[src/rtl/fmul_issue.sv]
// Issue/capture wrapper around an external combinational FP multiplier: holds
// operands for LATENCY cycles, captures the product and flags, and hands them off.
module fmul_issue #(
  parameter int LATENCY = 2,
  parameter int TAG_W   = 6
) (
  input  logic             clk,
  input  logic             rst,
  input  logic             flush,
  input  logic             req_valid,
  output logic             req_ready,
  input  logic [31:0]      req_s,
  input  logic [31:0]      req_t,
  input  logic [TAG_W-1:0] req_tag,
  output logic [31:0]      mul_s,
  output logic [31:0]      mul_t,
  input  logic [31:0]      mul_d,
  input  logic             mul_overflow,
  input  logic             mul_underflow,
  output logic             rsp_valid,
  input  logic             rsp_ready,
  output logic [31:0]      rsp_d,
  output logic [TAG_W-1:0] rsp_tag,
  output logic             rsp_overflow,
  output logic             rsp_underflow,
  output logic             busy,
  output logic [15:0]      done_count
);

  typedef enum logic [1:0] {IDLE, WAIT, DONE} state_t;

  localparam logic [3:0] CNT_INIT = 4'(LATENCY - 1);

  state_t           r_state;
  logic [3:0]       r_cnt;
  logic [31:0]      r_mul_s;
  logic [31:0]      r_mul_t;
  logic [31:0]      r_rsp_d;
  logic [TAG_W-1:0] r_rsp_tag;
  logic             r_rsp_ovf;
  logic             r_rsp_unf;
  logic [15:0]      r_done_count;

  state_t     w_state_nxt;
  logic [3:0] w_cnt_nxt;
  logic       w_req_ready;
  logic       w_accept;
  logic       w_capture;
  logic       w_rsp_hs;

  always_comb begin
    // NOTE: every output of this block gets a default first, so no path can infer a latch.
    w_state_nxt = r_state;
    w_cnt_nxt   = r_cnt;
    w_capture   = 1'b0;
    w_rsp_hs    = 1'b0;
    w_req_ready = ((r_state == IDLE) || ((r_state == DONE) && rsp_ready)) && !rst && !flush;
    w_accept    = req_valid && w_req_ready;

    case (r_state)
      IDLE: begin
        if (w_accept) begin
          w_state_nxt = WAIT;
          w_cnt_nxt   = CNT_INIT;
        end
      end
      WAIT: begin
        if (r_cnt == 4'd0) begin
          w_capture   = 1'b1;
          w_state_nxt = DONE;
        end else begin
          w_cnt_nxt = r_cnt - 4'd1;
        end
      end
      DONE: begin
        if (rsp_ready) begin
          w_rsp_hs = 1'b1;
          // A new accept in the handshake cycle issues back-to-back with no bubble.
          if (w_accept) begin
            w_state_nxt = WAIT;
            w_cnt_nxt   = CNT_INIT;
          end else begin
            w_state_nxt = IDLE;
          end
        end
      end
      default: w_state_nxt = IDLE;
    endcase

    if (flush) begin
      w_state_nxt = IDLE;
      w_cnt_nxt   = 4'd0;
      w_capture   = 1'b0;
      w_rsp_hs    = 1'b0;
    end
  end

  always_ff @(posedge clk) begin
    // NOTE: sequential state uses non-blocking assignments so every register samples pre-edge values.
    if (rst) begin
      r_state      <= IDLE;
      r_cnt        <= 4'd0;
      r_mul_s      <= '0;
      r_mul_t      <= '0;
      r_rsp_d      <= '0;
      r_rsp_tag    <= '0;
      r_rsp_ovf    <= 1'b0;
      r_rsp_unf    <= 1'b0;
      r_done_count <= '0;
    end else begin
      r_state <= w_state_nxt;
      r_cnt   <= w_cnt_nxt;
      // The tag may be overwritten on accept: the old response is consumed that same edge.
      if (w_accept) begin
        r_mul_s   <= req_s;
        r_mul_t   <= req_t;
        r_rsp_tag <= req_tag;
      end
      if (w_capture) begin
        r_rsp_d   <= mul_d;
        r_rsp_ovf <= mul_overflow;
        r_rsp_unf <= mul_underflow;
      end
      if (w_rsp_hs) begin
        r_done_count <= r_done_count + 16'd1;
      end
    end
  end

  assign req_ready     = w_req_ready;
  assign mul_s         = r_mul_s;
  assign mul_t         = r_mul_t;
  assign rsp_valid     = (r_state == DONE);
  assign rsp_d         = r_rsp_d;
  assign rsp_tag       = r_rsp_tag;
  assign rsp_overflow  = r_rsp_ovf;
  assign rsp_underflow = r_rsp_unf;
  assign busy          = (r_state == WAIT) || (r_state == DONE);
  assign done_count    = r_done_count;

endmodule

[config.mk]
export PLATFORM = sky130hd
export DESIGN_NAME = fmul_issue
export DESIGN_NICKNAME = d
export VERILOG_FILES = /design/src/rtl/fmul_issue.sv
export SDC_FILE = /design/constraint.sdc
export NUM_CORES = 1
export LEC_CHECK = 0
export ABC_AREA = 1
export CAP_MARGIN = 20
export CORE_ASPECT_RATIO = 1.25
export CORE_MARGIN = 3
export CORE_UTILIZATION = 44
export CTS_CLUSTER_DIAMETER = 30
export DETAILED_ROUTE_END_ITERATION = 7
export PLACE_DENSITY = 0.81
export SLEW_MARGIN = 15
export SYNTH_ARGS = -nofsm -noshare
export SYNTH_HDL_FRONTEND = slang
export SYNTH_SLANG_ARGS = --single-unit
[constraint.sdc]
create_clock -name clk -period 3.7 [get_ports clk]
set_input_delay 0.74 -clock clk [delete_from_list [all_inputs] [get_ports clk]]
set_output_delay 0.74 -clock clk [all_outputs]
set_load 0.005 [all_outputs]
======== After elaboration in Yosys (flattened, before gate mapping) ========
Index checks and enable logic that the tools add are counted.
storage, ports and cells
  register bits ........................... 126
  bits of input ports ..................... 109
  output and inout port bits .............. 123
cells by class
  $add $sub $neg .......................... 2
  eq/ne operators ......................... 6
  muxes and demuxes ....................... 15
  reductions and logical operators ........ 14
operator list
  kind                                                   count
  adder 16 x 1 -> 16 bit, second input constant          1
  two-way mux 4 bit                                      3
  one-hot mux 4 bit (3 select lines)                     1
  two-way mux 1 bit                                      7
  two-way mux 2 bit                                      3
  inequality test 2 bit, second input constant           3
  one-hot mux 2 bit (3 select lines)                     1
  AND reduction 3 bit                                    2
  logical AND 1 bit                                      4
  logical NOT 4 bit                                      1
  subtractor 4 x 1 -> 4 bit, second input constant       1
  nonzero test 3 bit                                     1
  == test 2 x 1 -> 1 bit, second input constant          1
  == test 2 bit, second input constant                   1
  logical NOT 1 bit                                      2
  logical NOT 2 bit                                      1
  logical OR 1 bit                                       2
  inequality test 2 x 1 -> 1 bit, second input constant  1
  OR reduction 2 bit                                     1

======== Logic depth before layout (Yosys ltp) ========
  depth in word-level cells ............... 9
  depth in mapped cells ................... 10
  gate-level depth less buffers ........... 10

======== Worst setup path before layout ========
Ideal clock, no wire load.
  path kind ............................... input-to-output
  from .................................... input flush
  to ...................................... output req_ready
  arrival time ............................ 1268 ps
  data required time ...................... 2960 ps
  slack ................................... 1692 ps
  stages .................................. 4
  buffers on the path ..................... 1
  cells stage by stage .................... nor2_2 nand2_1 inv_2 buf_4
on the way
  word-level cells in the longest chain between the ends .. 2
ends and longest elaborated chain
  element            line  text
  from (decl)        9     input logic flush,
  logical NOT 1 bit  57    w_req_ready = ((r_state == IDLE) || ((r_state == DONE) && rsp_ready)) && !rst && !flush;
  logical AND 1 bit  57
  to (decl)          11    output logic req_ready,
Every way passes these cells.

======== Worst setup path after layout ========
Ends and elaborated chain as after synthesis.

==> impl_metrics.csv <==
group,metric,value,unit
clock_network,ctsRootBufferMaster,"clkbuf_16",
detailed_routing,vias_per_cell,5.20,
synth,synth_simple_gate_area_frac,0.270,
timing,tightest_slew,1.13,ns
synth,synthTopCellsByArea,"dfxtp_1, a21oi_1, nand3_1",
clock_network,postCtsSetupBuffers,0,
synth,yosysSeqAreaShare,0.512,
synth,yosysUniqueCellTypes,20,
grt,grt_max_degree,109,
die,row_count,42,
timing,max_slew_margin,0.246,
grt,antenna_found_initial,1,
place,place.gp.congestion,0.870,
setup_path,cp-end-kind,"output pin",
timing,hold_viol_final,0,
synth,synth_fa_ha_area_frac,0.0203,
clock_network,cts.sinks,126,
grt,grt.total_usage,0.246,
synth,synth_top_family_by_area,"simple AND/OR/NAND/NOR gates",
run,maxCapViolations,0,
synth,synth_top_area_share,0.512,
layout,layout.nets,975,
pwr,power_density,442,mW/mm^2
timing,slew_viol_final,0,
timing,rsz0062_at_grt,"no",
synth,syn_area,0.00492,mm^2
clock_network,clockBufferDepth,2,
grt,grt_first_pass_wirelength,24900,um
synth,synth_warnings,0,
outcome,status,"finished, final reports clean",
timing,skew,0.0125,ns
grt,grt_pass1_vias,5044,
layout,drive_above_1_share,0.0518,
synth,ys_ff_latch,126,
synth,muxShareOfSynthArea,0,
timing,tns,0,ns
grt,grt_overflow,0,
layout,fillers,814,
clock_network,clk_pin_slew,0.05,ns
die,die_x,101,um
detailed_routing,routed_wirelength,15500,um
worst_hold_path,hp-class,"reg2reg",
layout,multi_input_area,0.00209,mm^2
die,coreArea,0.0108,mm^2
detailed_routing,drtPass1Iterations,4,
layout,seqCellArea,0.00252,mm^2
clock_network,cts_hold_buf,0,
synth,syn_nets,762,
detailed_routing,wl_per_cell,15.4,um
clock_network,worstSkewPairLatency,0.41,ns
setup_path,worstPathRequired,2.96,ns
synth,synth-compound-area-share,0.128,
setup_path,start_kind,"primary input",
synth,synth_top_cell_by_area,"dfxtp_1",
timing,max_freq,340,MHz
detailed_routing,drc,0,
synth,avgSynthCellArea,7.63,um^2
die,dieArea,0.0125,mm^2
detailed_routing,ant_nets,0,
setup_path,path_max_fanout,7,
place,dp_hpwl,10500,um
pwr,ir_worst_vdd,0.336,mV
pwr,leakage,2.80,nW
detailed_routing,drtIter0Drc,294,
die,die_h,124,um
place,place_ws,0.769,ns
timing,min_period_over_period,0.794,
layout,area_growth,59.9,%
timing,setup_ws,0.763,ns
die,io_pins,232,
place,io_buffer_count,231,
detailed_routing,vias,5205,
setup_path,criticalPathCategory,"in2out",
clock_network,cts_tree,"yes",
synth,synth-xor-area-share,0.00534,
synth,synth_cells,645,
timing,setup_violations,0,
timing,fin_crit,2.94,ns
setup_path,cp.arrival,2.20,ns
clock_network,cts_buffers,17,
die,start_util,0.457,
clock_network,post_cts_resize_count,0,
clock_network,h-tree-depth,4,
-- power breakdown --
group          internal [mW]  leakage [nW]  switching (mW)
Clock                   1.13         0.297           0.554
Sequential              1.40          1.02          0.0209
Combinational          0.206          1.48           0.167
-- Yosys cell counts, drive strengths merged --
cell type and instances:
inv 34, a21oi 116, nand3 115, nor3b 1
a211oi 1, nand2 145, xor2 3, o21ai 8
nand4 8, clkbuf 26, nor3 3, buf 18
nor2 33, dfxtp 126, ha 8
-- through the flow --
| stage | power, mW | utilization | hold WS, ns | instances | area (um^2) |
|---|---|---|---|---|---|
| 2_1_floorplan | 1.59 | - | 0.437 | 645 | 4920 |
| 3_3_place_gp | 1.80 | 0.673 | 0.447 | 970 | 7250 |
| 3_5_place_dp | 1.81 | 0.673 | 0.452 | 970 | 7250 |
| 4_1_cts | 3.52 | 0.729 | 0.460 | 999 | 7860 |
| 5_1_grt | 3.62 | 0.731 | 0.475 | 1001 | 7870 |
| 6_report | 3.48 | 0.731 | 0.458 | 1001 | 7870 |
-- per-layer routing --
layer  track usage  up-vias  routed length, um
li1              -     2574                  -
met1         0.280     2402               6050
met2         0.407      201               7720
met3        0.0952       28               1280
met4        0.0967        0                401
met5             0        -                  0
-- final timing paths --
path         startpoint         to  slack (ns)  cells past startpoint
min            rsp_d[4]   rsp_d[4]        0.46                      2
max reg2reg  r_state[1]   rsp_d[8]        1.41                      9
max               flush  req_ready        0.76                      5
min reg2reg    rsp_d[4]   rsp_d[4]        0.46                      2
-- critical path, stage by stage --
cell and delay [ns]:
clkdlybuf4s50_1 0.47, nor2_2 0.31, nand2_1 0.11, inv_2 0.06
clkdlybuf4s50_1 0.50
-- cell usage in the layout, fill, tap and decap left out, types with 4 or more instances in the layout --
cell type	Yosys	final
nand2_1	145	145
buf_4	1	7
nand4_1	8	8
inv_1	31	31
clkdlybuf4s50_1	0	229
ha_1	8	8
a21oi_1	116	116
dfxtp_1	126	126
o21ai_0	8	8
nand3_1	114	114
clkbuf_8	0	5
clkbuf_16	0	17
nor2_2	4	4
nor2_1	29	29
-- registers in the layout, summed over array words and instances (netlist names) --
| signal | flops |
|---|---|
| mul_s | 32 |
| mul_t | 32 |
| rsp_d | 32 |
| done_count | 16 |
| rsp_tag | 6 |
| r_cnt | 4 |
| r_state | 2 |
| rsp_overflow | 1 |
| rsp_underflow | 1 |
-- cells by family after synthesis --
kind of cell             count (synthesis)
adder cells (fa/ha/maj)                  8
XOR/XNOR                                 3
buffers and inverters                   78
AO/OA/AOI/OAI                          125
flip-flops                             126
AND/OR/NAND/NOR                        305
-- area by class of cell --
| class | instances | area share |
|---|---|---|
| clock inverter | 6 | 0.0137 |
| tap | 132 | 0.0210 |
| inverter | 34 | 0.0162 |
| clock buffer | 23 | 0.0632 |
| multi-input combinational | 441 | 0.265 |
| antenna | 1 | 0.000318 |
| sequential | 126 | 0.320 |
| timing repair buffer | 238 | 0.300 |
Note: power is estimated with default switching activity, not from simulation.
